`src/rtl/exp4_gravador_sequencia_pkg.sv`:
```
// exp4_gravador_sequencia_pkg: shared geometry, FSM state codes and one-hot helper
package exp4_gravador_sequencia_pkg;
  localparam int PROFUNDIDADE = 16;
  localparam int ENDERECO = 4;
  localparam int LARGURA = 4;
  typedef enum logic [3:0] {
    INICIAL  = 4'd0,
    PREPARA  = 4'd1,
    ESPERA   = 4'd2,
    REGISTRA = 4'd3,
    SOLTAR   = 4'd4,
    FIM      = 4'd15
  } estado_t;
  function automatic logic one_hot(input logic [LARGURA-1:0] v);
    return $countones(v) == 1;
  endfunction
endpackage

```
`src/rtl/exp4_gravador_sequencia_if.sv`:
```
// exp4_gravador_sequencia_if: key/control inputs, read port and status of the recorder
interface exp4_gravador_sequencia_if
  import exp4_gravador_sequencia_pkg::*;
#(
  parameter int ENDERECO_P = ENDERECO,
  parameter int LARGURA_P = LARGURA
);
  logic iniciar;
  logic terminar;
  logic [LARGURA_P-1:0] chaves;
  logic [ENDERECO_P-1:0] leitura_endereco;
  logic [LARGURA_P-1:0] leitura_dado;
  logic gravando;
  logic pronto;
  logic erro_jogada;
  logic [ENDERECO_P:0] total;
  logic [ENDERECO_P-1:0] db_endereco;
  logic [3:0] db_estado;
  modport master (
    output iniciar, terminar, chaves, leitura_endereco,
    input leitura_dado, gravando, pronto, erro_jogada, total, db_endereco, db_estado
  );
  modport slave (
    input iniciar, terminar, chaves, leitura_endereco,
    output leitura_dado, gravando, pronto, erro_jogada, total, db_endereco, db_estado
  );
endinterface

```
`src/rtl/exp4_gravador_sequencia_sync_ram_16x4.sv`:
```
// sync_ram_16x4: one write port, registered read port, read-before-write
module sync_ram_16x4 #(
  parameter int PROFUNDIDADE = 16,
  parameter int ENDERECO = 4,
  parameter int LARGURA = 4
) (
  input  logic clock,
  input  logic reset_n,
  input  logic we,
  input  logic [ENDERECO-1:0] waddr,
  input  logic [LARGURA-1:0] wdata,
  input  logic [ENDERECO-1:0] raddr,
  output logic [LARGURA-1:0] rdata
);
  logic [LARGURA-1:0] mem [PROFUNDIDADE];
  always_ff @(posedge clock)
    if (we) mem[waddr] <= wdata;
  always_ff @(posedge clock or negedge reset_n)
    if (!reset_n) rdata <= '0;
    else rdata <= mem[raddr];
endmodule

```
`src/rtl/exp4_gravador_sequencia.sv`:
```
// exp4_gravador_sequencia: records one-hot key presses into a RAM read by the checker
module exp4_gravador_sequencia
  import exp4_gravador_sequencia_pkg::*;
(
  input logic clock,
  input logic reset_n,
  exp4_gravador_sequencia_if.slave bus
);
  estado_t estado, proximo;
  logic [LARGURA-1:0] s_jogada;
  logic [ENDERECO-1:0] endereco;
  logic [ENDERECO:0] total;
  logic valida, escreve;
  assign valida = one_hot(s_jogada);
  assign escreve = estado == REGISTRA && valida && total < (ENDERECO+1)'(PROFUNDIDADE);
  always_ff @(posedge clock or negedge reset_n)
    if (!reset_n) begin
      estado <= INICIAL;
      s_jogada <= '0;
      endereco <= '0;
      total <= '0;
    end else begin
      estado <= proximo;
      if (estado == PREPARA) begin
        endereco <= '0;
        total <= '0;
      end
      if (estado == ESPERA && !bus.terminar && bus.chaves != '0) s_jogada <= bus.chaves;
      if (escreve) begin
        endereco <= endereco + ENDERECO'(1);
        total <= total + (ENDERECO+1)'(1);
      end
    end
  always_comb begin
    proximo = estado;
    case (estado)
      INICIAL:  proximo = bus.iniciar ? PREPARA : INICIAL;
      PREPARA:  proximo = ESPERA;
      ESPERA:   proximo = bus.terminar ? FIM : bus.chaves != '0 ? REGISTRA : ESPERA;
      REGISTRA: proximo = escreve && total == (ENDERECO+1)'(PROFUNDIDADE-1) ? FIM : SOLTAR;
      SOLTAR:   proximo = bus.chaves == '0 ? ESPERA : SOLTAR;
      FIM:      proximo = bus.iniciar ? PREPARA : FIM;
      default:  proximo = INICIAL;
    endcase
  end
  sync_ram_16x4 #(.PROFUNDIDADE(PROFUNDIDADE), .ENDERECO(ENDERECO), .LARGURA(LARGURA)) u_ram (
    .clock(clock),
    .reset_n(reset_n),
    .we(escreve),
    .waddr(endereco),
    .wdata(s_jogada),
    .raddr(bus.leitura_endereco),
    .rdata(bus.leitura_dado)
  );
  assign bus.gravando = estado inside {ESPERA, REGISTRA, SOLTAR};
  assign bus.pronto = estado == FIM;
  assign bus.erro_jogada = estado == REGISTRA && !valida;
  assign bus.total = total;
  assign bus.db_endereco = endereco;
  assign bus.db_estado = estado;
endmodule
```
`src/flat_wrapper.sv`:
```
// flat-port wrapper written by rule: the top's interface ports become plain ports
module exp4_gravador_sequencia_flat import exp4_gravador_sequencia_pkg::*;
  (clock, reset_n, bus_iniciar, bus_terminar, bus_chaves, bus_leitura_endereco, bus_leitura_dado, bus_gravando, bus_pronto, bus_erro_jogada, bus_total, bus_db_endereco, bus_db_estado);
  exp4_gravador_sequencia_if bus_i ();
  input logic clock;
  input logic reset_n;
  input wire logic [$bits(bus_i.iniciar)-1:0] bus_iniciar;
  input wire logic [$bits(bus_i.terminar)-1:0] bus_terminar;
  input wire logic [$bits(bus_i.chaves)-1:0] bus_chaves;
  input wire logic [$bits(bus_i.leitura_endereco)-1:0] bus_leitura_endereco;
  output wire logic [$bits(bus_i.leitura_dado)-1:0] bus_leitura_dado;
  output wire logic [$bits(bus_i.gravando)-1:0] bus_gravando;
  output wire logic [$bits(bus_i.pronto)-1:0] bus_pronto;
  output wire logic [$bits(bus_i.erro_jogada)-1:0] bus_erro_jogada;
  output wire logic [$bits(bus_i.total)-1:0] bus_total;
  output wire logic [$bits(bus_i.db_endereco)-1:0] bus_db_endereco;
  output wire logic [$bits(bus_i.db_estado)-1:0] bus_db_estado;
  assign bus_i.iniciar = bus_iniciar;
  assign bus_i.terminar = bus_terminar;
  assign bus_i.chaves = bus_chaves;
  assign bus_i.leitura_endereco = bus_leitura_endereco;
  assign bus_leitura_dado = bus_i.leitura_dado;
  assign bus_gravando = bus_i.gravando;
  assign bus_pronto = bus_i.pronto;
  assign bus_erro_jogada = bus_i.erro_jogada;
  assign bus_total = bus_i.total;
  assign bus_db_endereco = bus_i.db_endereco;
  assign bus_db_estado = bus_i.db_estado;
  exp4_gravador_sequencia u_core (.clock(clock), .reset_n(reset_n), .bus(bus_i));
endmodule
```
`config.mk`:
```
export PLATFORM = sky130hd
export DESIGN_NAME = exp4_gravador_sequencia_flat
export DESIGN_NICKNAME = d
export VERILOG_FILES = /design/src/rtl/exp4_gravador_sequencia_pkg.sv /design/src/rtl/exp4_gravador_sequencia_if.sv /design/src/rtl/exp4_gravador_sequencia_sync_ram_16x4.sv /design/src/rtl/exp4_gravador_sequencia.sv /design/src/flat_wrapper.sv
export SDC_FILE = /design/constraint.sdc
export NUM_CORES = 1
export LEC_CHECK = 0
export ABC_AREA = 1
export BUFFER_PORTS_ARGS = -buffer_cell sky130_fd_sc_hd__clkbuf_2
export CELL_PAD_IN_SITES_DETAIL_PLACEMENT = 1
export CELL_PAD_IN_SITES_GLOBAL_PLACEMENT = 1
export CORE_UTILIZATION = 42
export CTS_BUF_LIST = sky130_fd_sc_hd__clkbuf_16
export DETAILED_ROUTE_END_ITERATION = 6
export PLACE_DENSITY = 0.82
export SLEW_MARGIN = 40
export SYNTH_ARGS = -nofsm -noshare
export SYNTH_HDL_FRONTEND = slang
export SYNTH_SLANG_ARGS = --single-unit
```
`constraint.sdc`:
```
create_clock -name clock -period 2.5 [get_ports clock]
set_clock_uncertainty 0.05 [all_clocks]
set_input_delay 0 -clock clock [delete_from_list [all_inputs] [get_ports clock]]
set_output_delay 0 -clock clock [all_outputs]
set_load 0.02 [all_outputs]
```
== After elaboration in Yosys (flattened, before gate mapping) ==
Memories as Yosys holds them, arrays and structs flattened. A register that Yosys moved wholly into a read port is not among the register bits.
Cells that the tools add are included.
Storage, ports and cells
  logic and storage cells: 45
  input port bits: 12
  register bits: 17
  memory bits (writable): 64
  output and inout bits: 20
  memories: 1
Memory list
  u_core.u_ram.mem: words 16, bits a word 4, read ports 1, clocked after Yosys merged registers in 1, wr ports 1, line exp4_gravador_sequencia_sync_ram_16x4.sv:15  | logic [LARGURA-1:0] mem [PROFUNDIDADE];
Cells by class
  reduce and logical (&&, ||, !) cells: 14
  add/subtract/negate cells: 5
  mux-type cells: 13
  equal/unequal tests: 7
  order comparisons: 1
Operator list (count)
  $add A32 B32 Y32: 1
  $eq A32 B2 Y1 const B: 1
  $pmux W4 S6: 1
  $mux W4: 5
  $mux W5: 2
  $eq A4 B2 Y1 const B: 2
  $logic_not A4 Y1: 2
  $logic_and A1 B1 Y1: 6
  $add A5 B1 Y5 const B: 1
  $eq A5 B4 Y1 const B: 1
  $lt A5 B5 Y1 const B: 1
  $add A1 B1 Y2: 2
  $add A4 B1 Y4 const B: 1
  $eq A4 B1 Y1 const B: 1
  $eq A4 B3 Y1 const B: 1
  $eq A4 B4 Y1 const B: 1
  $mux W1: 4
  $reduce_bool A4 Y1: 1
  $logic_not A1 Y1: 3
  $mux W3: 1
  $reduce_bool A3 Y1: 1
  $reduce_bool A2 Y1: 1

== Logic depth before layout (Yosys ltp) ==
Gate-level depths: netlist of run 1.
  word-level depth: 8
  mapped depth: 11
  depth with buffers taken out: 11

== Modules after synthesis ==
From an unflattened synthesis of run 1, not the netlist that was laid out.
Second synthesis, totals
  cell total of the unflattened synthesis: 422
  area total of the unflattened synthesis: 4043.9 um2
By module, submodules not included
  sync_ram_16x4: seq. area each 2021.9 um2, times used 1, area an instance 2987.9 um2, cells each 292
  exp4_gravador_sequencia: seq. area each 425.4 um2, times used 1, area an instance 1056.0 um2, cells each 130

== Worst setup path before layout of run 1 ==
Ideal clock, no wire load.
  path kind: reg2reg
  from: reg u_core.s_jogada[2]
  to: mem u_core.u_ram.mem[0][0] (enable)
  slack: -0.086 ns
  arrival time: 2.207 ns
  stages on the path, launching flop included: 10
  period minus slack after synthesis: 2.586 ns
  setup time: 0.329 ns
  buffers on the path: 1
  data required time: 2.121 ns
  cells stage by stage: dfrtp_1 > ha_1 > ha_1 > fa_1 > nor2_1 > nand2_1 > nor2_4 > buf_6 > nand2_4 > nor2_1
On the way
  cells in the longest elaborated chain, start to end: 7
RTL lines
  start, declared: line exp4_gravador_sequencia.sv:10  | logic [LARGURA-1:0] s_jogada;
  start signal, assigned: line exp4_gravador_sequencia.sv:28  | if (estado == ESPERA && !bus.terminar && bus.chaves != '0) s_jogada <= bus.chaves;
  $add A1 B1 Y2 (implied by the code): line exp4_gravador_sequencia_pkg.sv:15  | return $countones(v) == 1;
  $add A32 B32 Y32 (implied by the code): line exp4_gravador_sequencia_pkg.sv:15
  $eq A32 B2 Y1: line exp4_gravador_sequencia_pkg.sv:15
  $logic_and A1 B1 Y1 (2 in series): line exp4_gravador_sequencia.sv:15  | assign escreve = estado == REGISTRA && valida && total < (ENDERECO+1)'(PROFUNDIDADE);
  $mux W1: line exp4_gravador_sequencia_sync_ram_16x4.sv:17  | if (we) mem[waddr] <= wdata;
  $mux W1 (implied by the code): line exp4_gravador_sequencia_sync_ram_16x4.sv:17
  end, declared: line exp4_gravador_sequencia_sync_ram_16x4.sv:15
Every way passes these cells.

== Worst setup path after layout of run 1 ==
  from: reg u_core.s_jogada[0]
  to: mem u_core.u_ram.mem[6][2] (enable)
Same word-level chain as after synthesis.

==> metrics.log, run 1 <==
[metrics] status: finished clean
[metrics] post-detailed-placement half-perimeter wirelength: 6472 um
[metrics] R2R depth: 9
[metrics] Worst R2R Start: u_core.s_jogada[0]$_DFFE_PN0P_
[metrics] post-route non-filler standard cell count: 571
[metrics] headroom to the max-slew limit: 0.5955
[metrics] Die H: 98.60 um
[metrics] number of placed instances, taps included: 543
[metrics] reg-to-reg critical path endpoint: u_core.u_ram.mem[6][2]$_DFFE_PP_
[metrics] Setup Slack @ Placement: -0.1042 ns
[metrics] Sw Ratio: 0.3214
[metrics] final critical path time including I/O delays and setup: 2.485 ns
[metrics] FF/Latch Area: 0.002452 mm^2
[metrics] Crit. Startpoint: u_core.s_jogada[0]$_DFFE_PN0P_
[metrics] Worst EP required: 2.49 ns
[metrics] cell with the largest stage delay on the worst path: sky130_fd_sc_hd__fa_2
[metrics] vias post-DR: 2,949
[metrics] per-cell via count in the routed design: 5.165
[metrics] syn nets: 427
[metrics] final hold violations: 0
[metrics] cells after synthesis: 405
[metrics] Least-Margin Pin Slew: 0.6068 ns
[metrics] number of placement rows: 34
[metrics] DRC violations left: 0
[metrics] H-Tree Level Count: 3
[metrics] clock insertion delay at the later pin of the skew report: 0.34 ns
[metrics] cell internal power dissipation: 2878 uW
[metrics] CP Capture Point: u_core.u_ram.mem[6][2]$_DFFE_PP_
[metrics] mean instance size in the synthesized netlist: 9.676 um^2
[metrics] total global routing track utilization: 0.2184
[metrics] number of synthesized register bits: 85
[metrics] clock-pin slew on the worst setup and hold paths: 0.06 ns
[metrics] largest driver fanout on the critical path: 4
[metrics] fraction of layout instances using a drive strength above 1: 0.2052
[metrics] total number of yosys warnings: 0
[metrics] # diodes: 0
[metrics] final weighted congestion in routability-driven placement: 0.7661
[metrics] area of the core: 0.008891 mm^2
[metrics] number of antenna violations at the first check in global routing: 0
[metrics] post-synthesis instance area: 0.003919 mm^2
[metrics] chip width: 98.60 um
[metrics] routed length per placed instance: 17.74 um
[metrics] number of I/O port buffers: 31
[metrics] final period utilization: 0.9941
[metrics] Setup CP Type: flop to flop
[metrics] pin count of the biggest net entering global routing: 33
[metrics] Detail Route Antenna Nets: 0
[metrics] wire length of the first global-routing pass: 15,750 um
[metrics] total of fill cells in the finished design: 991
[metrics] Static Leak: 0.002176 uW
[metrics] longest individual stage delay on the worst path: 0.46 ns
[metrics] area taken by multi-input logic gates: 0.001296 mm^2
[metrics] count of different cell masters after synthesis: 23
[metrics] Die Outline Area: 0.009721 mm^2
[metrics] power density over the cells: 886.1 mW/mm^2
[metrics] CTS Root Buffer Type: sky130_fd_sc_hd__clkbuf_16
[metrics] sort of element at the end of the critical path: flop
[metrics] number of endpoints failing setup at the final stage: 0
[metrics] first-pass iteration count of the detailed router: 4
[metrics] clk sink count: 85
[metrics] Max Root-Sink Buffers: 2
[metrics] initial standard-cell utilization of the core: 0.4408
[metrics] number of buffers created by CTS: 9
[metrics] TritonCTS clock tree: yes
[metrics] ports placed on the boundary: 32
[metrics] combinational group share of total power: 0.272
[metrics] Setup WS post-layout: 0.01467 ns
[metrics] Worst path most repeated cell: sky130_fd_sc_hd__nor2_4
[metrics] Setup crit start kind: flop
[metrics] DRC marker count from the first detailed-route iteration: 90
[metrics] number of global-route vias before repair: 3,104
[metrics] path class of the lowest-slack min-delay path: primary input to flop
[metrics] number of pins with negative max-slew slack in the final report: 0
[metrics] slack of the worst reg-to-reg path: 0.01 ns
[metrics] Fmax: 402.4 MHz
[metrics] critical path, cell by cell: ha_4 > ha_4 > fa_2 > nor2_4 > nand2_2 > nor2_4 > buf_6 > nand2_8 > nor2_4
[metrics] net switching power: 1363 uW
[metrics] arrival time of the worst setup path: 2.47 ns
[metrics] number of nets in the layout: 480
[metrics] register area share after synthesis: 0.6245
[metrics] sum of routed wire length over all layers: 10,130 um
[metrics] sequential share of power: 0.433
[metrics] area growth from synthesis to layout: 22.13%
[metrics] Congestion Overflow GR: 0
[metrics] clock network fraction of design power: 0.296
[metrics] count of max-cap constraint violations: 0
[metrics] Max IR drop VDD: 0.4743 mV
[sequential cells by signal, indices dropped and copies added, names as in the netlist]
name,cells
u_core.bus.db_estado,4
u_core.bus.total,5
u_core.s_jogada,4
u_core.u_ram.rdata,4
u_core.u_ram.mem,64
u_core.bus.db_endereco,4
[layer usage]
metal	up-vias	global-route usage	wire length, um
li1	1401	-	-
met1	1457	0.2685	4315
met2	76	0.3846	5216
met3	15	0.03404	389
met4	0	0.09070	208
met5	-	0	0
[worst min path at each step]
stage / from / end / slack (ns) / cells past startpoint
6_report: bus_leitura_endereco[2] / u_core.u_ram.rdata[1]$_DFF_PN0_ / 0.07 / 4
5_1_grt: bus_leitura_endereco[2] / u_core.u_ram.rdata[3]$_DFF_PN0_ / 0.12 / 4
4_1_cts: bus_leitura_endereco[2] / u_core.u_ram.rdata[1]$_DFF_PN0_ / 0.07 / 4
3_5_place_dp: reset_n / u_core.bus.db_estado[0]$_DFF_PN0_ / -0.01 / 1
3_3_place_gp: reset_n / u_core.bus.db_estado[3]$_DFF_PN0_ / -0.04 / 1
2_1_floorplan: reset_n / u_core.bus.db_endereco[0]$_DFFE_PN0P_ / -0.35 / 0
[synthesized netlist by cell type, drive strengths merged]
cell    instances  area (um^2)
buf             7        41.29
clkbuf          5        18.77
dfrtp          21        525.5
edfxtp         64         1922
fa              1        20.02
ha              9        112.6
inv            72        270.3
nand2         116        455.4
nand3          62        310.3
nand3b          1        7.510
nand4           3        18.77
nor2           28        115.1
nor3            1        16.27
o21ai          11        55.05
o22ai           1        6.260
or2             1        6.260
xor2            2        17.52
[cell type report]
class                   count  area share
clock inverters             6    0.006275
well taps                 108     0.02824
clock buffers              10     0.05229
repair buffers             54     0.07346
flip-flops and latches     85      0.5124
inverters                  72     0.05647
multi-input cells         236      0.2708
[cells by family after synthesis]
group / share of synthesized area
fa+ha+maj: 0.03384
simple gates: 0.2372
flops: 0.6245
buf+inv: 0.08429
compound gates: 0.01565
xor+xnor: 0.004471
[repair_timing]
| action | in CTS | in global routing |
|---|---|---|
| resized for setup | 22 | 7 |
| hold endpoints to repair | 32 | 0 |
| endpoints found under the setup margin | 64 | 64 |
| pin swaps | 3 | 5 |
| hold buffers | 8 | 0 |
| buffers inserted | 2 | 2 |
[power by group through the flow]
stage	registers [uW]	logic (uW)	clock network (uW)
after CTS	1840	1020	1260
after global placement	1840	890	0
after floorplan	1950	427	0
after detailed placement	1850	919	0
final	1830	1150	1250
after global routing	1850	1260	1300
[through the flow]
step	power [uW]	area [um^2]	hold WS, ns	util	TNS (ns)
floorplan	2379	3944	-0.3456	-	0
global placement	2732	4257	-0.03791	0.4788	-0.1055
detailed placement	2770	4257	-0.01110	0.4788	-3.262
CTS	4116	4735	0.07077	0.5325	0
global route	4413	4786	0.1170	0.5383	-1.450
finish	4241	4786	0.07488	0.5383	0
[placed cells by master (no fill, tap or decap)]
| master | instances |
|---|---|
| sky130_fd_sc_hd__clkinv_1 | 1 |
| sky130_fd_sc_hd__nand3b_1 | 1 |
| sky130_fd_sc_hd__inv_1 | 73 |
| sky130_fd_sc_hd__nor2_1 | 11 |
| sky130_fd_sc_hd__nand2_2 | 5 |
| sky130_fd_sc_hd__nor2_2 | 7 |
| sky130_fd_sc_hd__nor3_4 | 1 |
| sky130_fd_sc_hd__buf_6 | 1 |
| sky130_fd_sc_hd__dfrtp_1 | 17 |
| sky130_fd_sc_hd__ha_4 | 3 |
| sky130_fd_sc_hd__inv_2 | 1 |
| sky130_fd_sc_hd__edfxtp_1 | 64 |
| sky130_fd_sc_hd__fa_2 | 1 |
| sky130_fd_sc_hd__or2_2 | 1 |
| sky130_fd_sc_hd__nand3_1 | 62 |
| sky130_fd_sc_hd__nand2_4 | 1 |
| sky130_fd_sc_hd__nand4_1 | 3 |
| sky130_fd_sc_hd__clkinv_2 | 2 |
| sky130_fd_sc_hd__nor2_4 | 10 |
| sky130_fd_sc_hd__nand2_1 | 108 |
| sky130_fd_sc_hd__o22ai_1 | 1 |
| sky130_fd_sc_hd__ha_1 | 6 |
| sky130_fd_sc_hd__o21ai_0 | 11 |
| sky130_fd_sc_hd__clkbuf_2 | 31 |
| sky130_fd_sc_hd__dfrtp_2 | 4 |
| sky130_fd_sc_hd__buf_4 | 14 |
| sky130_fd_sc_hd__nand2_8 | 2 |
| sky130_fd_sc_hd__clkinv_4 | 1 |
| sky130_fd_sc_hd__clkbuf_16 | 10 |
| sky130_fd_sc_hd__xor2_1 | 2 |
| sky130_fd_sc_hd__dlygate4sd3_1 | 8 |
[critical path: cells and delay by family, from the launching register on]
kind / cells / cell delay, ns
buf+inv: 1 / 0.18
flops: 1 / 0.43
fa+ha+maj: 3 / 0.86
simple gates: 5 / 0.65
No activity file was read; power rests on OpenSTA's default activity.
==> run 2, diff against run 1 <==
CORE_UTILIZATION = 46   (was 42)
PLACE_DENSITY = 0.85   (was 0.82)
clock period = 2.8 ns   (was 2.5 ns; I/O delays follow)
==> run 2 against run 1 <==
Design area decreased by 2.8%. Non-clock buffer count decreased by 7. Combinational power decreased by 26%. Maximum frequency decreased by 8.8%. Die area decreased by 8.5%. Sequential power decreased by 11%. Register-to-register slack improved by 0.06 ns. Sequential cell count unchanged. Sequential share of layout area increased by 1.4 points. Core utilization increased by 2.8 points. Critical path type unchanged.
==> metrics.log, run 2 (synthesized netlist as in run 1, its figures left out) <==
[metrics] status: finished clean
[metrics] clock network fraction of design power: 0.293
[metrics] leading cell type in the layout, fill and taps excluded: sky130_fd_sc_hd__nand2_1
[metrics] post-detailed-placement half-perimeter wirelength: 6327 um
[metrics] total global routing track utilization: 0.2334
[metrics] number of placement rows: 33
[metrics] cell internal power dissipation: 2400 uW
[metrics] area growth from synthesis to layout: 18.65%
[metrics] Max IR drop VDD: 0.5599 mV
[metrics] final weighted congestion in routability-driven placement: 0.7420
[metrics] Total Neg Setup Slack: 0 ns
[metrics] wire length of the first global-routing pass: 15,130 um
[metrics] power density over the cells: 753.2 mW/mm^2
[metrics] H-Tree Level Count: 3
[metrics] Detail Route Antenna Nets: 0
[metrics] combinational group share of total power: 0.244
[metrics] headroom to the max-slew limit: 0.6073
[metrics] largest driver fanout on the critical path: 5
[metrics] final critical path time including I/O delays and setup: 2.726 ns
[metrics] Least-Margin Pin Slew: 0.5891 ns
[metrics] count of max-cap constraint violations: 0
[metrics] number of endpoints failing setup at the final stage: 0
[metrics] DRC violations left: 0
[metrics] RSZ-0062 raised after global routing: true
[metrics] net switching power: 1102 uW
[metrics] number of flip-flops in the largest register: 64
[metrics] registers with the most flip-flops: u_core.u_ram.mem (64), u_core.bus.total (5)
[metrics] Setup crit start kind: flop
[metrics] path class of the lowest-slack min-delay path: primary input to flop
[metrics] Fmax: 366.9 MHz
[metrics] Die H: 94.30 um
[metrics] number of I/O port buffers: 31
[metrics] area of the core: 0.008217 mm^2
[metrics] Sw Ratio: 0.3146
[metrics] cell with the largest stage delay on the worst path: sky130_fd_sc_hd__dfrtp_1
[metrics] final hold violations: 0
[metrics] DRC marker count from the first detailed-route iteration: 107
[metrics] clock insertion delay at the later pin of the skew report: 0.33 ns
[metrics] critical path, cell by cell: ha_1 > ha_1 > fa_1 > inv_1 > nand2_1 > nor2_1 > nand2_1 > nor2_4 > nand2_4 > nor2_2
[metrics] Static Leak: 0.002170 uW
[metrics] Total Power Consumption: 3502 uW
[metrics] CTS Root Buffer Type: sky130_fd_sc_hd__clkbuf_16
[metrics] first-pass iteration count of the detailed router: 4
[metrics] Post CTS Setup Buffer Count: 0
[metrics] Congestion Overflow GR: 0
[metrics] number of nets in the layout: 473
[metrics] routed length per placed instance: 17.20 um
[metrics] number of pins with negative max-slew slack in the final report: 0
[metrics] Die Outline Area: 0.008892 mm^2
[metrics] # diodes: 0
[metrics] slack of the worst reg-to-reg path: 0.07 ns
[metrics] clk sink count: 85
[metrics] Setup Slack @ Placement: -0.01340 ns
[metrics] chip width: 94.30 um
[metrics] Setup CP Type: flop to flop
[metrics] worst hold slack: 0.1381 ns
[metrics] vias post-DR: 2,912
[metrics] number of antenna violations at the first check in global routing: 0
[metrics] final period utilization: 0.9735
[metrics] sum of routed wire length over all layers: 9649 um
[metrics] Worst EP required: 2.76 ns
[metrics] clock-pin slew on the worst setup and hold paths: 0.06 ns
[metrics] top register by number of flip-flops: u_core.u_ram.mem
[metrics] number of buffers created by CTS: 9
[metrics] Max Root-Sink Buffers: 2
[metrics] category of cells accounting for the largest share of critical-path delay: adder cells
[metrics] arrival time of the worst setup path: 2.69 ns
[metrics] sort of element at the end of the critical path: flop
[metrics] post-route core utilization: 0.5659
[metrics] number of global-route vias before repair: 3,034
[metrics] pin count of the biggest net entering global routing: 34
[metrics] sequential share of power: 0.463
[metrics] per-cell via count in the routed design: 5.191
[metrics] longest individual stage delay on the worst path: 0.39 ns
[metrics] TritonCTS clock tree: yes
[metrics] initial standard-cell utilization of the core: 0.4769
[metrics] Setup WS post-layout: 0.07420 ns
[metrics] combined buffer and inverter count along the critical path: 1
[metrics] commonest cells after routing, fill and taps aside: sky130_fd_sc_hd__nand2_1, sky130_fd_sc_hd__inv_1, sky130_fd_sc_hd__edfxtp_1, sky130_fd_sc_hd__nand3_1, sky130_fd_sc_hd__clkbuf_2
[metrics] ports placed on the boundary: 32
[metrics] fraction of layout instances using a drive strength above 1: 0.1689
## run 2: metrics by stage
step	cell area, um^2	instances
4_1_cts	4557	561
3_3_place_gp	4205	537
2_1_floorplan	3919	405
5_1_grt	4649	561
3_5_place_dp	4205	537
6_report	4649	561
## run 2: layout make-up
cell class	instances	area (um^2)
Clock inverter	7	28.78
Clock buffer	9	225.2
Timing Repair Buffer	47	295.3
Sequential cell	85	2447
Multi-Input combinational cell	236	1251
Inverter	72	270.3
Tap cell	105	131.4
Fill cell	922	3567
## run 2: worst paths after layout
| path | end | cells past startpoint | start |
|---|---|---|---|
| max | u_core.u_ram.mem[0][0]$_DFFE_PP_ | 10 | u_core.s_jogada[2]$_DFFE_PN0P_ |
| min | u_core.u_ram.rdata[1]$_DFF_PN0_ | 4 | bus_leitura_endereco[2] |
| max in group asynchronous | u_core.u_ram.rdata[1]$_DFF_PN0_ | 2 | reset_n |
| max reg2reg | u_core.u_ram.mem[0][0]$_DFFE_PP_ | 10 | u_core.s_jogada[2]$_DFFE_PN0P_ |
| min reg2reg | u_core.bus.total[0]$_DFFE_PN0P_ | 1 | u_core.bus.total[0]$_DFFE_PN0P_ |
| min in group asynchronous | u_core.bus.db_estado[0]$_DFF_PN0_ | 2 | reset_n |
## run 2: what timing repair did
item / in CTS / in global routing
pin swaps: 0 / 0
gates resized for setup: 7 / 24
hold endpoints to repair: 33 / 0
hold buffers: 8 / 0
endpoints found under the setup margin: 20 / 64
## run 2: per-layer routing
metal,part of all wire,track usage
met5,0,0
met1,0.42,0.2741
met3,0.045,0.04935
met4,0.0069,0.05256
met2,0.53,0.4336
## run 2: power groups by stage
| stage | Clock [uW] | Sequential [uW] | Combinational, uW |
|---|---|---|---|
| finish | 1030 | 1620 | 854 |
| CTS | 1030 | 1620 | 846 |
| global placement | 0 | 1640 | 778 |
| global route | 1080 | 1630 | 932 |
| detailed placement | 0 | 1650 | 815 |
| floorplan | 0 | 1740 | 379 |
## run 2: worst reg2reg max path, delay by kind of cell, from the launching register on
family | cells | cell delay (ns)
adders and majority gates | 3 | 0.94
buffers and inverters | 1 | 0.09
DFF | 1 | 0.39
and+or+nand+nor | 6 | 0.94
==> run 3, diff against run 2 <==
CELL_PAD_IN_SITES_DETAIL_PLACEMENT = not set   (was 1)
CELL_PAD_IN_SITES_GLOBAL_PLACEMENT = not set   (was 1)
CORE_UTILIZATION = 62   (was 46)
CTS_BUF_LIST = sky130_fd_sc_hd__clkbuf_4 sky130_fd_sc_hd__clkbuf_8   (was sky130_fd_sc_hd__clkbuf_16)
PLACE_DENSITY = 0.88   (was 0.85)
==> run 3 against run 2 <==
Non-clock buffer count down 3. Setup slack improved by 0.015 ns. Power fell by 7.4%. Combinational power shrank 10%. Cell count fell by 5.9%. Global-route usage grew 4.8 points. First-iteration DRC count increased to 3.6 times the previous value. Hold slack lost 0.12 ns. Critical path type unchanged. Critical endpoint is now u_core.u_ram.mem[14][0]$_DFFE_PP_. Largest power group unchanged.
==> metrics.log, run 3 (synthesized netlist as in run 1, its figures left out) <==
[metrics] per-cell via count in the routed design: 5.527
[metrics] Detail Route Antenna Nets: 0
[metrics] number of placement rows: 28
[metrics] number of endpoints failing setup at the final stage: 0
[metrics] number of flip-flops in the largest register: 64
[metrics] power density over the cells: 725.5 mW/mm^2
[metrics] number of antenna violations at the first check in global routing: 0
[metrics] vias post-DR: 2,918
[metrics] path class of the lowest-slack min-delay path: primary input to flop
[metrics] routed length per placed instance: 15.71 um
[metrics] post-detailed-placement half-perimeter wirelength: 5363 um
[metrics] DRC marker count from the first detailed-route iteration: 383
[metrics] Die Outline Area: 0.006642 mm^2
[metrics] number of buffers created by CTS: 9
[metrics] slack of the worst reg-to-reg path: 0.09 ns
[metrics] net switching power: 1045 uW
[metrics] registers with the most flip-flops: u_core.u_ram.mem (64), u_core.bus.total (5)
[metrics] first-pass iteration count of the detailed router: 5
[metrics] Least-Margin Pin Slew: 0.6401 ns
[metrics] Static Leak: 0.002077 uW
[metrics] Post CTS Setup Buffer Count: 0
[metrics] commonest cells after routing, fill and taps aside: sky130_fd_sc_hd__nand2_1, sky130_fd_sc_hd__inv_1, sky130_fd_sc_hd__edfxtp_1, sky130_fd_sc_hd__nand3_1, sky130_fd_sc_hd__clkbuf_2
[metrics] pin count of the biggest net entering global routing: 34
[metrics] post-route core utilization: 0.7415
[metrics] fraction of layout instances using a drive strength above 1: 0.1656
[metrics] area of the core: 0.006026 mm^2
[metrics] Worst R2R Start: u_core.s_jogada[2]$_DFFE_PN0P_
[metrics] clock-pin slew on the worst setup and hold paths: 0.09 ns
[metrics] headroom to the max-slew limit: 0.5733
[metrics] Worst EP required: 2.77 ns
[metrics] Setup crit start kind: flop
[metrics] reg-to-reg critical path endpoint: u_core.u_ram.mem[14][0]$_DFFE_PP_
[metrics] sort of element at the end of the critical path: flop
[metrics] post-detailed-placement cell area: 0.004145 mm^2
[metrics] count of max-cap constraint violations: 0
[metrics] final period utilization: 0.9680
[metrics] Die H: 81.50 um
[metrics] top register by number of flip-flops: u_core.u_ram.mem
[metrics] DRC violations left: 0
[metrics] TritonCTS clock tree: yes
[metrics] clock insertion delay at the later pin of the skew report: 0.36 ns
[metrics] R2R depth: 8
[metrics] total global routing track utilization: 0.2813
[metrics] clock network fraction of design power: 0.264
[metrics] Routed met3 length: 640 um
[metrics] uppermost metal layer occupied by signal nets: met4
[metrics] H-Tree Level Count: 3
[metrics] # diodes: 0
[metrics] Max Root-Sink Buffers: 2
[metrics] area taken by multi-input logic gates: 0.001189 mm^2
[metrics] cell internal power dissipation: 2196 uW
[metrics] clk sink count: 85
[metrics] total of fill cells in the finished design: 404
[metrics] leading cell type in the layout, fill and taps excluded: sky130_fd_sc_hd__nand2_1
[metrics] number of I/O port buffers: 31
[metrics] Max IR drop VDD: 0.5821 mV
[metrics] Setup CP Type: flop to flop
[metrics] sequential share of power: 0.499
[metrics] wire length of the first global-routing pass: 13,300 um
[metrics] Hold Path Depth: 4
[metrics] post-route cell area: 0.004468 mm^2
[metrics] CP Capture Point: u_core.u_ram.mem[14][0]$_DFFE_PP_
[metrics] arrival time of the worst setup path: 2.68 ns
[metrics] CTS Root Buffer Type: sky130_fd_sc_hd__clkbuf_8
[metrics] Congestion Overflow GR: 0
[metrics] metal2 WL: 4162 um
[metrics] sum of routed wire length over all layers: 8297 um
[metrics] Sw Ratio: 0.3225
[metrics] post-route non-filler standard cell count: 528
[metrics] area growth from synthesis to layout: 14.02%
[metrics] number of global-route vias before repair: 2,865
[metrics] largest driver fanout on the critical path: 5
[metrics] combinational group share of total power: 0.237
[metrics] met1 routed wirelength after detailed routing: 3230 um
[metrics] chip width: 81.50 um
[metrics] Hold Crit Start: bus_leitura_endereco[2]
[metrics] Crit. Startpoint: u_core.s_jogada[2]$_DFFE_PN0P_
[metrics] worst hold slack: 0.02277 ns
[metrics] final hold violations: 0
[metrics] final critical path time including I/O delays and setup: 2.710 ns
[metrics] final weighted congestion in routability-driven placement: 0.8977
[metrics] Total Power Consumption: 3242 uW
[metrics] initial standard-cell utilization of the core: 0.6503
[metrics] status: finished clean
[metrics] number of placed instances, taps included: 504
[metrics] Fmax: 368.9 MHz
[metrics] ports placed on the boundary: 32
[metrics] number of nets in the layout: 470
[metrics] number of pins with negative max-slew slack in the final report: 0
[metrics] FF/Latch Area: 0.002447 mm^2
[metrics] RSZ-0062 raised after global routing: true
run 3: cell types whose count changed in the layout (fill, tap and decap cells not counted), sizes merged:
| cell | previous run | this run |
|---|---|---|
| inv | 76 | 72 |
| buf | 8 | 5 |
| clkinvlp | 0 | 2 |
| bufinv | 0 | 1 |
| clkbuf | 40 | 41 |
run 3: area by class of cell:
class | instances | share of cell area
sequential | 85 | 0.5477
multi-input combinational | 236 | 0.2660
timing repair buffer | 44 | 0.06105
inverter | 72 | 0.06049
clock buffer | 10 | 0.02940
tap | 75 | 0.02100
clock inverter | 6 | 0.01428
run 3: worst min-delay path by stage:
stage,to,slack [ns]
floorplan,u_core.bus.db_endereco[0]$_DFFE_PN0P_,-0.35
global placement,u_core.u_ram.rdata[0]$_DFF_PN0_,-0.05
detailed placement,u_core.u_ram.rdata[0]$_DFF_PN0_,-0.04
CTS,u_core.u_ram.rdata[2]$_DFF_PN0_,0.009
global route,u_core.u_ram.rdata[2]$_DFF_PN0_,0.05
finish,u_core.u_ram.rdata[2]$_DFF_PN0_,0.02
run 3: power by group through the flow:
stage	combinational [uW]	clock (uW)	sequential [uW]
final	769	854	1620
after global placement	722	0	1640
after detailed placement	748	0	1650
after floorplan	379	0	1740
after CTS	766	855	1620
after global routing	847	911	1630
run 3: critical path, stage by stage (launching register included):
cell and delay [ns]:
sky130_fd_sc_hd__dfrtp_1 0.40, sky130_fd_sc_hd__ha_1 0.30, sky130_fd_sc_hd__ha_1 0.21, sky130_fd_sc_hd__fa_1 0.43
sky130_fd_sc_hd__nor2_1 0.20, sky130_fd_sc_hd__nand2_1 0.13, sky130_fd_sc_hd__nor2_4 0.21, sky130_fd_sc_hd__nand2_4 0.11
sky130_fd_sc_hd__nor2_1 0.33
run 3: timing repair:
action | CTS | global route
resized for setup | 1 | 15
endpoints found under the setup margin | 4 | 64
hold buffers | 8 | 0
cloned | 0 | 0
endpoints found under the hold margin | 33 | 0
pin swaps | 0 | 0
run 3: layer usage:
| metal | GRT usage | up-vias |
|---|---|---|
| met5 | 0 | - |
| met4 | 0.1464 | 0 |
| met3 | 0.06444 | 28 |
| met2 | 0.4667 | 151 |
| met1 | 0.3440 | 1357 |
| li1 | - | 1382 |
run 3: per-stage QoR:
step                      setup slack, ns  setup TNS [ns]
after floorplan                    0.2135               0
after global placement             0.1922               0
after detailed placement          0.09132               0
after CTS                         0.03319               0
after global routing             -0.07854          -2.002
final                             0.08950               0
